$ cat config.mk
export PLATFORM = sky130hd
export DESIGN_NAME = key_matrix_scan
export DESIGN_NICKNAME = d
export VERILOG_FILES = /design/src/rtl/key_matrix_scan_pkg.sv /design/src/rtl/key_matrix_scan_scan_tick_gen.sv /design/src/rtl/key_matrix_scan.sv
export SDC_FILE = /design/constraint.sdc
export NUM_CORES = 1
export LEC_CHECK = 0
export BUFFER_PORTS_ARGS = -buffer_cell sky130_fd_sc_hd__buf_2
export CORE_MARGIN = 3
export CORE_UTILIZATION = 62
export DETAILED_ROUTE_END_ITERATION = 12
export PLACE_DENSITY = 0.94
export RECOVER_POWER = 50
export SLEW_MARGIN = 40
export SYNTH_ARGS = -nofsm -noshare
export SYNTH_HDL_FRONTEND = slang
export SYNTH_SLANG_ARGS = --single-unit
$ cat constraint.sdc
create_clock -name clk -period 4.3 [get_ports clk]
set_clock_uncertainty 0.2 [all_clocks]
set_input_delay 0.43 -clock clk [delete_from_list [all_inputs] [get_ports clk]]
set_output_delay 0.43 -clock clk [all_outputs]
set_load 0.01 [all_outputs]
$ cat src/rtl/key_matrix_scan_pkg.sv
// ---------------------------------------------------------------------------
// key_matrix_scan_pkg
//
// Purpose:
//   Shared definitions for the 4x4 key matrix scanner: FSM state encoding,
//   idle/reset constants for the column drive and row inputs, and small
//   helper functions that map between one-cold column/row vectors and
//   2-bit indices.
//
// Contents:
//   scan_state_t    SCAN / DEBOUNCE / HELD
//   COL_RESET       column drive pattern after reset (column 0 low)
//   ROW_IDLE        row pattern with no key pressed (all pulled up)
//   rotate_col()    advance the one-cold column drive to the next column
//   col_index()     index of the low bit in a one-cold column vector
//   lowest_low_row  index of the lowest-numbered low row
// ---------------------------------------------------------------------------
package key_matrix_scan_pkg;

    typedef enum logic [1:0] {
        SCAN     = 2'd0,
        DEBOUNCE = 2'd1,
        HELD     = 2'd2
    } scan_state_t;

    localparam logic [3:0] COL_RESET = 4'b1110;
    localparam logic [3:0] ROW_IDLE  = 4'b1111;

    // Rotate left by one: 1110 -> 1101 -> 1011 -> 0111 -> 1110.
    function automatic logic [3:0] rotate_col(input logic [3:0] col);
        return {col[2:0], col[3]};
    endfunction

    // The column drive is always one-cold; any other pattern maps to 0.
    function automatic logic [1:0] col_index(input logic [3:0] col);
        logic [1:0] idx;
        idx = 2'd0;
        case (col)
            4'b1110: idx = 2'd0;
            4'b1101: idx = 2'd1;
            4'b1011: idx = 2'd2;
            4'b0111: idx = 2'd3;
            default: idx = 2'd0;
        endcase
        return idx;
    endfunction

    // Priority encoder on active-low rows; the lowest index wins when
    // several rows are pulled low by the same column.
    function automatic logic [1:0] lowest_low_row(input logic [3:0] rows);
        logic [1:0] idx;
        idx = 2'd0;
        casez (rows)
            4'b???0: idx = 2'd0;
            4'b??01: idx = 2'd1;
            4'b?011: idx = 2'd2;
            4'b0111: idx = 2'd3;
            default: idx = 2'd0;
        endcase
        return idx;
    endfunction

endpackage

$ cat src/rtl/key_matrix_scan_scan_tick_gen.sv
// ---------------------------------------------------------------------------
// scan_tick_gen
//
// Purpose:
//   Free-running prescaler producing a one-cycle scan tick every SCAN_DIV
//   clock cycles. Shared with the multiplexed seven-segment driver so both
//   panels step at the same rate.
//
// Parameters:
//   SCAN_DIV  clk cycles per tick, must be >= 2
//
// Ports:
//   clk   in   system clock
//   rst   in   synchronous reset, active-high; clears the prescaler
//   tick  out  high for one clk while the prescaler sits at SCAN_DIV-1
// ---------------------------------------------------------------------------
module scan_tick_gen #(
    parameter int SCAN_DIV = 100000
) (
    input  logic clk,
    input  logic rst,
    output logic tick
);

    localparam int CNT_W = (SCAN_DIV > 1) ? $clog2(SCAN_DIV) : 1;
    localparam logic [CNT_W-1:0] CNT_LAST = CNT_W'(SCAN_DIV - 1);

    logic [CNT_W-1:0] count;

    always_ff @(posedge clk) begin
        if (rst) begin
            count <= '0;
        end else if (count == CNT_LAST) begin
            count <= '0;
        end else begin
            count <= count + CNT_W'(1);
        end
    end

    assign tick = (count == CNT_LAST);

endmodule

$ cat src/rtl/key_matrix_scan.sv
// ---------------------------------------------------------------------------
// key_matrix_scan
//
// Purpose:
//   Scans a 4x4 active-low key matrix. One column is driven low at a time
//   and the four pulled-up rows are read back. A press is debounced over
//   DEBOUNCE_TICKS scan ticks and then reported as a 4-bit key code with a
//   one-cycle valid strobe; the release is debounced the same way before
//   scanning resumes. Only one key is tracked at a time (no rollover).
//
// Parameters:
//   SCAN_DIV        clk cycles per scan tick, >= 2
//   DEBOUNCE_TICKS  consecutive matching tick samples to accept press or
//                   release, >= 1
//
// Ports:
//   clk        in   system clock
//   rst        in   synchronous reset, active-high
//   key_row    in   [3:0] matrix rows, active-low, asynchronous to clk
//   key_col    out  [3:0] column drive, exactly one bit low
//   key_code   out  [3:0] last accepted key {row_idx, col_idx}
//   key_valid  out  one-cycle pulse when key_code is updated
//   key_down   out  high while the accepted key is still held
// ---------------------------------------------------------------------------
module key_matrix_scan
    import key_matrix_scan_pkg::*;
#(
    parameter int SCAN_DIV       = 100000,
    parameter int DEBOUNCE_TICKS = 4
) (
    input  logic       clk,
    input  logic       rst,
    input  logic [3:0] key_row,
    output logic [3:0] key_col,
    output logic [3:0] key_code,
    output logic       key_valid,
    output logic       key_down
);

    localparam int DEB_W = $clog2(DEBOUNCE_TICKS + 1);
    localparam logic [DEB_W-1:0] DEB_MAX = DEB_W'(DEBOUNCE_TICKS);
    localparam bit ACCEPT_ON_FIRST = (DEBOUNCE_TICKS == 1);

    logic [3:0]       row_meta;
    logic [3:0]       row_sync;
    logic             tick;
    scan_state_t      state;
    logic [1:0]       row_idx;
    logic [1:0]       col_idx;
    logic [DEB_W-1:0] deb_cnt;
    logic [DEB_W-1:0] deb_inc;
    logic             tracked_low;
    logic [1:0]       hit_row;
    logic [1:0]       hit_col;

    scan_tick_gen #(
        .SCAN_DIV(SCAN_DIV)
    ) u_tick (
        .clk (clk),
        .rst (rst),
        .tick(tick)
    );

    // Two-flop synchronizer; resets to the idle (no key) pattern so the
    // FSM never sees a phantom press coming out of reset.
    always_ff @(posedge clk) begin
        if (rst) begin
            row_meta <= ROW_IDLE;
            row_sync <= ROW_IDLE;
        end else begin
            row_meta <= key_row;
            row_sync <= row_meta;
        end
    end

    // Saturating increment keeps the counter from wrapping back to zero.
    always_comb begin
        deb_inc     = (deb_cnt == DEB_MAX) ? deb_cnt : deb_cnt + DEB_W'(1);
        tracked_low = ~row_sync[row_idx];
        hit_row     = lowest_low_row(row_sync);
        hit_col     = col_index(key_col);
    end

    // Scan / debounce / hold controller. Every decision is taken on a scan
    // tick; between ticks only the valid strobe is cleared. The column is
    // frozen while a key is being debounced or held so the same key stays
    // connected to its row.
    always_ff @(posedge clk) begin
        if (rst) begin
            state     <= SCAN;
            key_col   <= COL_RESET;
            key_code  <= 4'h0;
            key_valid <= 1'b0;
            key_down  <= 1'b0;
            row_idx   <= 2'd0;
            col_idx   <= 2'd0;
            deb_cnt   <= '0;
        end else begin
            key_valid <= 1'b0;
            if (tick) begin
                case (state)
                    SCAN: begin
                        if (row_sync == ROW_IDLE) begin
                            key_col <= rotate_col(key_col);
                        end else begin
                            row_idx <= hit_row;
                            col_idx <= hit_col;
                            if (ACCEPT_ON_FIRST) begin
                                key_code  <= {hit_row, hit_col};
                                key_valid <= 1'b1;
                                key_down  <= 1'b1;
                                deb_cnt   <= '0;
                                state     <= HELD;
                            end else begin
                                deb_cnt <= DEB_W'(1);
                                state   <= DEBOUNCE;
                            end
                        end
                    end

                    DEBOUNCE: begin
                        if (tracked_low) begin
                            if (deb_inc == DEB_MAX) begin
                                key_code  <= {row_idx, col_idx};
                                key_valid <= 1'b1;
                                key_down  <= 1'b1;
                                deb_cnt   <= '0;
                                state     <= HELD;
                            end else begin
                                deb_cnt <= deb_inc;
                            end
                        end else begin
                            // Bounce: drop the candidate silently.
                            deb_cnt <= '0;
                            key_col <= rotate_col(key_col);
                            state   <= SCAN;
                        end
                    end

                    HELD: begin
                        if (!tracked_low) begin
                            if (deb_inc == DEB_MAX) begin
                                key_down <= 1'b0;
                                deb_cnt  <= '0;
                                key_col  <= rotate_col(key_col);
                                state    <= SCAN;
                            end else begin
                                deb_cnt <= deb_inc;
                            end
                        end else begin
                            // A low sample means the release was a glitch.
                            deb_cnt <= '0;
                        end
                    end

                    default: begin
                        deb_cnt <= '0;
                        key_col <= COL_RESET;
                        state   <= SCAN;
                    end
                endcase
            end
        end
    end

endmodule

# Word level (Yosys, flattened, before mapping)
# Index checks and enable logic that the tools add are counted.
op_classes:
  n_addsub: 2
  order_cmp: 1
  eq_ne: 20
  mux: 27
  bitwise: 4
  n_reduce_logical: 10
ops:
  columns: ["operator", "n"]
  rows:
  - ["$pmux 2 s3", 3]
  - ["$add 17x1->17 const B", 1]
  - ["$eq 17x17->1 const B", 1]
  - ["$mux 4", 4]
  - ["$mux 3", 5]
  - ["$ne 2x2->1 const B", 7]
  - ["$eq 4x4->1 const B", 3]
  - ["$pmux 4 s3", 1]
  - ["$mux 2", 5]
  - ["$reduce_and 5->1", 2]
  - ["$pmux 3 s3", 1]
  - ["$eq 4x3->1 const B", 2]
  - ["$eq 3x3->1 const B", 2]
  - ["$mux 1", 6]
  - ["$reduce_and 6->1", 1]
  - ["$eq 2x1->1 const B", 2]
  - ["$not 1->1", 4]
  - ["$reduce_and 4->1", 1]
  - ["$reduce_or 4->1", 1]
  - ["$add 3x1->3 const B", 1]
  - ["$eq 3x2->1 const B", 1]
  - ["$lt 2x3->1 const B", 1]
  - ["$ne 3x3->1 const B", 1]
  - ["$reduce_and 3->1", 1]
  - ["other kinds (7)", 7]
word_totals:
  reg_bits: 44
  wordCells: 75

# Depth between registers and ports, before layout
depth:
  ltp_word: 6
  mapped_depth: 9
  ltp_nobuf: 7

# Cells and area by module
# A second synthesis with hierarchy kept.
hier_totals:
  hier_cells: 229
  hier_area_um2: 2028.2
by_module_without_submodules:
  columns: ["mod", "n_inst", "cells_each", "area_per_inst_um2", "seq_area_each_um2"]
  rows:
  - ["key_matrix_scan", 1, 143, 1266.2, 540.5]
  - ["scan_tick_gen", 1, 86, 762.0, 340.3]

# Least setup slack after synthesis
# Ideal clock, no wire load.
synth_timing:
  path_type: "register -> register"
  startpoint: "reg deb_cnt[0]"
  endpoint: "reg key_code[0]"
  setup_time_ps: 128
  arrival_time_ps: 1963
  t_required_ps: 3972
  setup_slack_ps: 2009
  stages_incl_launch_ff: 8
  n_path_buf: 0
  synth_period_minus_slack_ps: 2291
  path_cell_list: "dfxtp_1 > inv_1 > ha_1 > or3b_1 > a311oi_4 > nand3_1 > mux2i_1 > nor2_1"
synth_via:
  elab_chain_len: 4
  word_cells_on_any_way: 5
  cone_classes: "add/sub (1); eq/ne (2); mux (1); reduce/logical (1)"
synth_lines:
  columns: ["item", "line", "text"]
  rows:
  - ["from (decl)", "key_matrix_scan.sv:50", "logic [DEB_W-1:0] deb_cnt;"]
  - ["from (signal assigned)", "key_matrix_scan.sv:130", "deb_cnt <= deb_inc;"]
  - ["from (signal assigned)", "key_matrix_scan.sv:148", "deb_cnt <= deb_inc;"]
  - ["$add 3x1->3 / $eq 3x3->1 (equally long branches)", "key_matrix_scan.sv:78", "deb_inc = (deb_cnt == DEB_MAX) ? deb_cnt : deb_cnt + DEB_W'(1);"]
  - ["$mux 3 (*)", "key_matrix_scan.sv:78", null]
  - ["$eq 3x3->1 (*)", "key_matrix_scan.sv:123", "if (deb_inc == DEB_MAX) begin"]
  - ["$reduce_and 4->1 (no source line) (*)", null, null]
  - ["to (signal assigned)", "key_matrix_scan.sv:109", "key_code <= {hit_row, hit_col};"]
  - ["to (signal assigned)", "key_matrix_scan.sv:124", "key_code <= {row_idx, col_idx};"]
  - ["to (decl)", "key_matrix_scan.sv:35", "output logic [3:0] key_code,"]
# Mark *: on every way between the ends. The rest lies on a longest branch, timed or not.
# A chain may end at the register's enable or synchronous reset.

# Worst setup path in the final report
layout_timing:
  startpoint: "reg deb_cnt[0]"
  endpoint: "reg key_code[2]"
# Same word-level chain as after synthesis.

==> out/results.ini <==
[final_layout]
antenna_cells = 0
regArea_um2 = 881
nets = 242
fill_cells = 229
final_cells = 276
area_growth_pct = 8.43
multiInputGateArea_um2 = 1020
final_area_um2 = 2120
drive_gt1_share_pct = 10.7

[grt]
grtUsageTotal_pct = 20.4
antenna_found_initial = 0
grt.overflow.total = 0
grt_first_pass_wirelength_mm = 6.36
grt_max_degree = 32
grt_pass1_vias = 1474

[setup_path]
crit_path_cell_trace = inv_1 -> ha_1 -> or3b_1 -> a311oi_4 -> nand3_1 -> mux2i_1 -> nor2_1
timing_worst_setup_path_type = register to register
path_max_fanout = 7
crit_slowest_cell = dfxtp_1
endpoint_kind = register
path_buf_inv = 1
required_ns = 4.33
max_stage_delay_ns = 0.45
path_delay_family = simple AND/OR/NAND/NOR gates
startpoint_type = register
cp_data_arrival_time_ns = 2.65

[clock_tree]
clockBufferDepth = 2
clk_latency_ns = 0.37
hold_buffers = 0
cts_resized = 0
cts.clk_slew.worst_paths_ns = 0.14
cts_sinks = 44
cts_made_buffers = 5
h-tree-depth = 2
tritoncts = done
root_buffer = clkbuf_4
post-cts-setup-buffer-count = 0

[detailed_routing]
first_pass_iters = 4
vias = 1536
route.antenna.remaining_nets = 0
wl_mm = 3.55
via_per_inst = 5.57
drc = 0
drt_iter0_drc = 102
wl_per_cell_um = 12.9

[worst_hold_path]
min_path_type = input pin to register

[logic_synthesis]
syn_inst = 220
netlist_area_um2 = 1960
yosysSeqAreaShare_pct = 45.0
avgSynthCellArea_um2 = 8.91
ys_ff_latch = 44
synth_top_area_share_pct = 45.0
syn-num-nets = 229
synth_top_area_cell = dfxtp_1
synth-warning-count = 0
synth_area_leaders = dfxtp_1 45%, nor2_1 6.3%, mux2i_1 4.6%, xor2_1 4.5%, nand2_1 3.4%
synth_cell_types = 37

[floorplan]
chipWidth_um = 62.2
initial_core_util_pct = 68.1
io_pins = 16
rows = 19
core_um2 = 2880
dieHeight_um = 62.2
dieArea_um2 = 3870

[sta]
relSlewSlack_pct = 20.8
final.period_utilization_pct = 60.8
fmax_mhz = 382
post-route-min-period_ns = 2.62
fin_tns_setup_ns = 0
fin_ws_ns = 1.68
rsz0062_at_grt = no
finalMaxSlewViolations = 0
worst_pin_slew_ns = 1.19
hold_viol = 0
setup_violations = 0

[power_and_ir_drop]
power_uw = 717
ir_drop_mv = 0.292
p_leak_uw = 0.000809
power.density_nw_per_um2 = 338

[placement]
hpwl_mm = 2.58
placed_area_um2 = 2050
place.gp.congestion = 0.845
place_inst = 268
dp_slack_ns = 1.72
io_buffers = 15

[job]
cap_viol_max_count = 0

[status]
outcome = finished clean

## worst register-to-register path: stages, from the launching register on
cell and delay, ns:
dfxtp_1 0.45, inv_1 0.12, ha_1 0.25, or3b_1 0.41
a311oi_4 0.43, nand3_1 0.32, mux2i_1 0.24, nor2_1 0.05
## power breakdown
group	total [uW]	internal, uW	switching, uW
Clock	273	139	134
Combinational	24.8	10.3	14.5
Sequential	419	414	4.67
Total	717	564	153
## final cells by class
class / instances / area share [%]
clock inverter: 2 / 1.83
tap: 42 / 2.47
sequential: 44 / 41.5
inverter: 5 / 0.883
multi-input combinational: 162 / 48.1
clock buffer: 6 / 2.41
timing repair buffer: 15 / 2.89
## synth_stat cells
library cell,n
dfxtp_1,44
nor2_1,33
nand2_1,18
nand3_1,12
a21oi_1,11
or2_2,10
xor2_1,10
mux2i_1,9
nand4_1,7
xnor2_1,6
clkbuf_1,5
inv_1,5
nor3_1,5
o21ai_0,5
and4_1,4
buf_2,4
nand2b_1,4
ha_1,3
or3_1,3
a211oi_1,2
a21o_1,2
nand3b_1,2
nor4bb_1,2
a21oi_2,1
a2bb2oi_1,1
a311oi_4,1
a41oi_1,1
and2_1,1
and3_1,1
mux4_2,1
nand4b_1,1
nor2b_1,1
nor4b_1,1
o221a_2,1
o31ai_1,1
or2b_1,1
or3b_1,1
## cell families after synthesis
family	count (synthesis)	synth area share, %
DFF	44	45.0
adders and majority gates	3	1.92
buffers and inverters	14	2.94
AOI/OAI and AO/OA	26	9.26
and+or+nand+nor	107	28.0
xor gates and xnor gates	16	7.15
muxes	10	5.75
## stage by stage
stage	hold slack (ns)	utilization, %
final	0.0477	73.9
after global routing	0.0190	73.9
after CTS	0.0367	74.3
after detailed placement	0.198	71.2
after global placement	0.191	71.2
after floorplan	0.189	-
## state kept, by name, summed over array words and instances, names as in the netlist
name / cells
key_code: 4
col_idx: 2
u_tick.count: 17
row_idx: 2
row_meta: 4
key_down: 1
deb_cnt: 3
state: 2
key_valid: 1
key_col: 4
row_sync: 4
## cell usage in the layout (no fill, tap or decap), types with 2 or more instances in the layout
cell      netlist  layout
nand3b_1        2       2
nor4bb_1        2       2
inv_1           5       5
a21oi_1        11      11
nand2_1        18      18
nand4_1         7       7
dfxtp_1        44      44
a21o_1          2       2
buf_2           4       4
or2_2          10       9
ha_1            3       3
or3_1           3       3
xnor2_1         6       6
xor2_1         10      10
a211oi_1        2       2
nor3_1          5       5
and4_1          4       4
clkbuf_1        5      11
clkbuf_4        0       5
mux2i_1         9       9
nor2_1         33      33
nand3_1        12      12
o21ai_0         5       5
nand2b_1        4       4
## per-layer routing
metal  GRT usage [%]  vias up  share of wire, %  wire length (um)
met5               0        -                 0                 0
met4            7.73        0               1.3                47
met3            6.49        7               4.1               146
met2            34.5       21                49              1750
met1            24.1      718                45              1600
li1                -      790                 -                 -
## final timing paths
| path | from | cells after the start | endpoint | slack [ns] |
|---|---|---|---|---|
| max | deb_cnt[0] | 7 | key_code[2] | 1.68 |
| max reg2reg | deb_cnt[0] | 7 | key_code[2] | 1.68 |
| min | key_row[1] | 2 | row_meta[1] | 0.05 |
| min reg2reg | row_meta[0] | 1 | row_sync[0] | 0.23 |
Power figures use the tool's default switching activity.
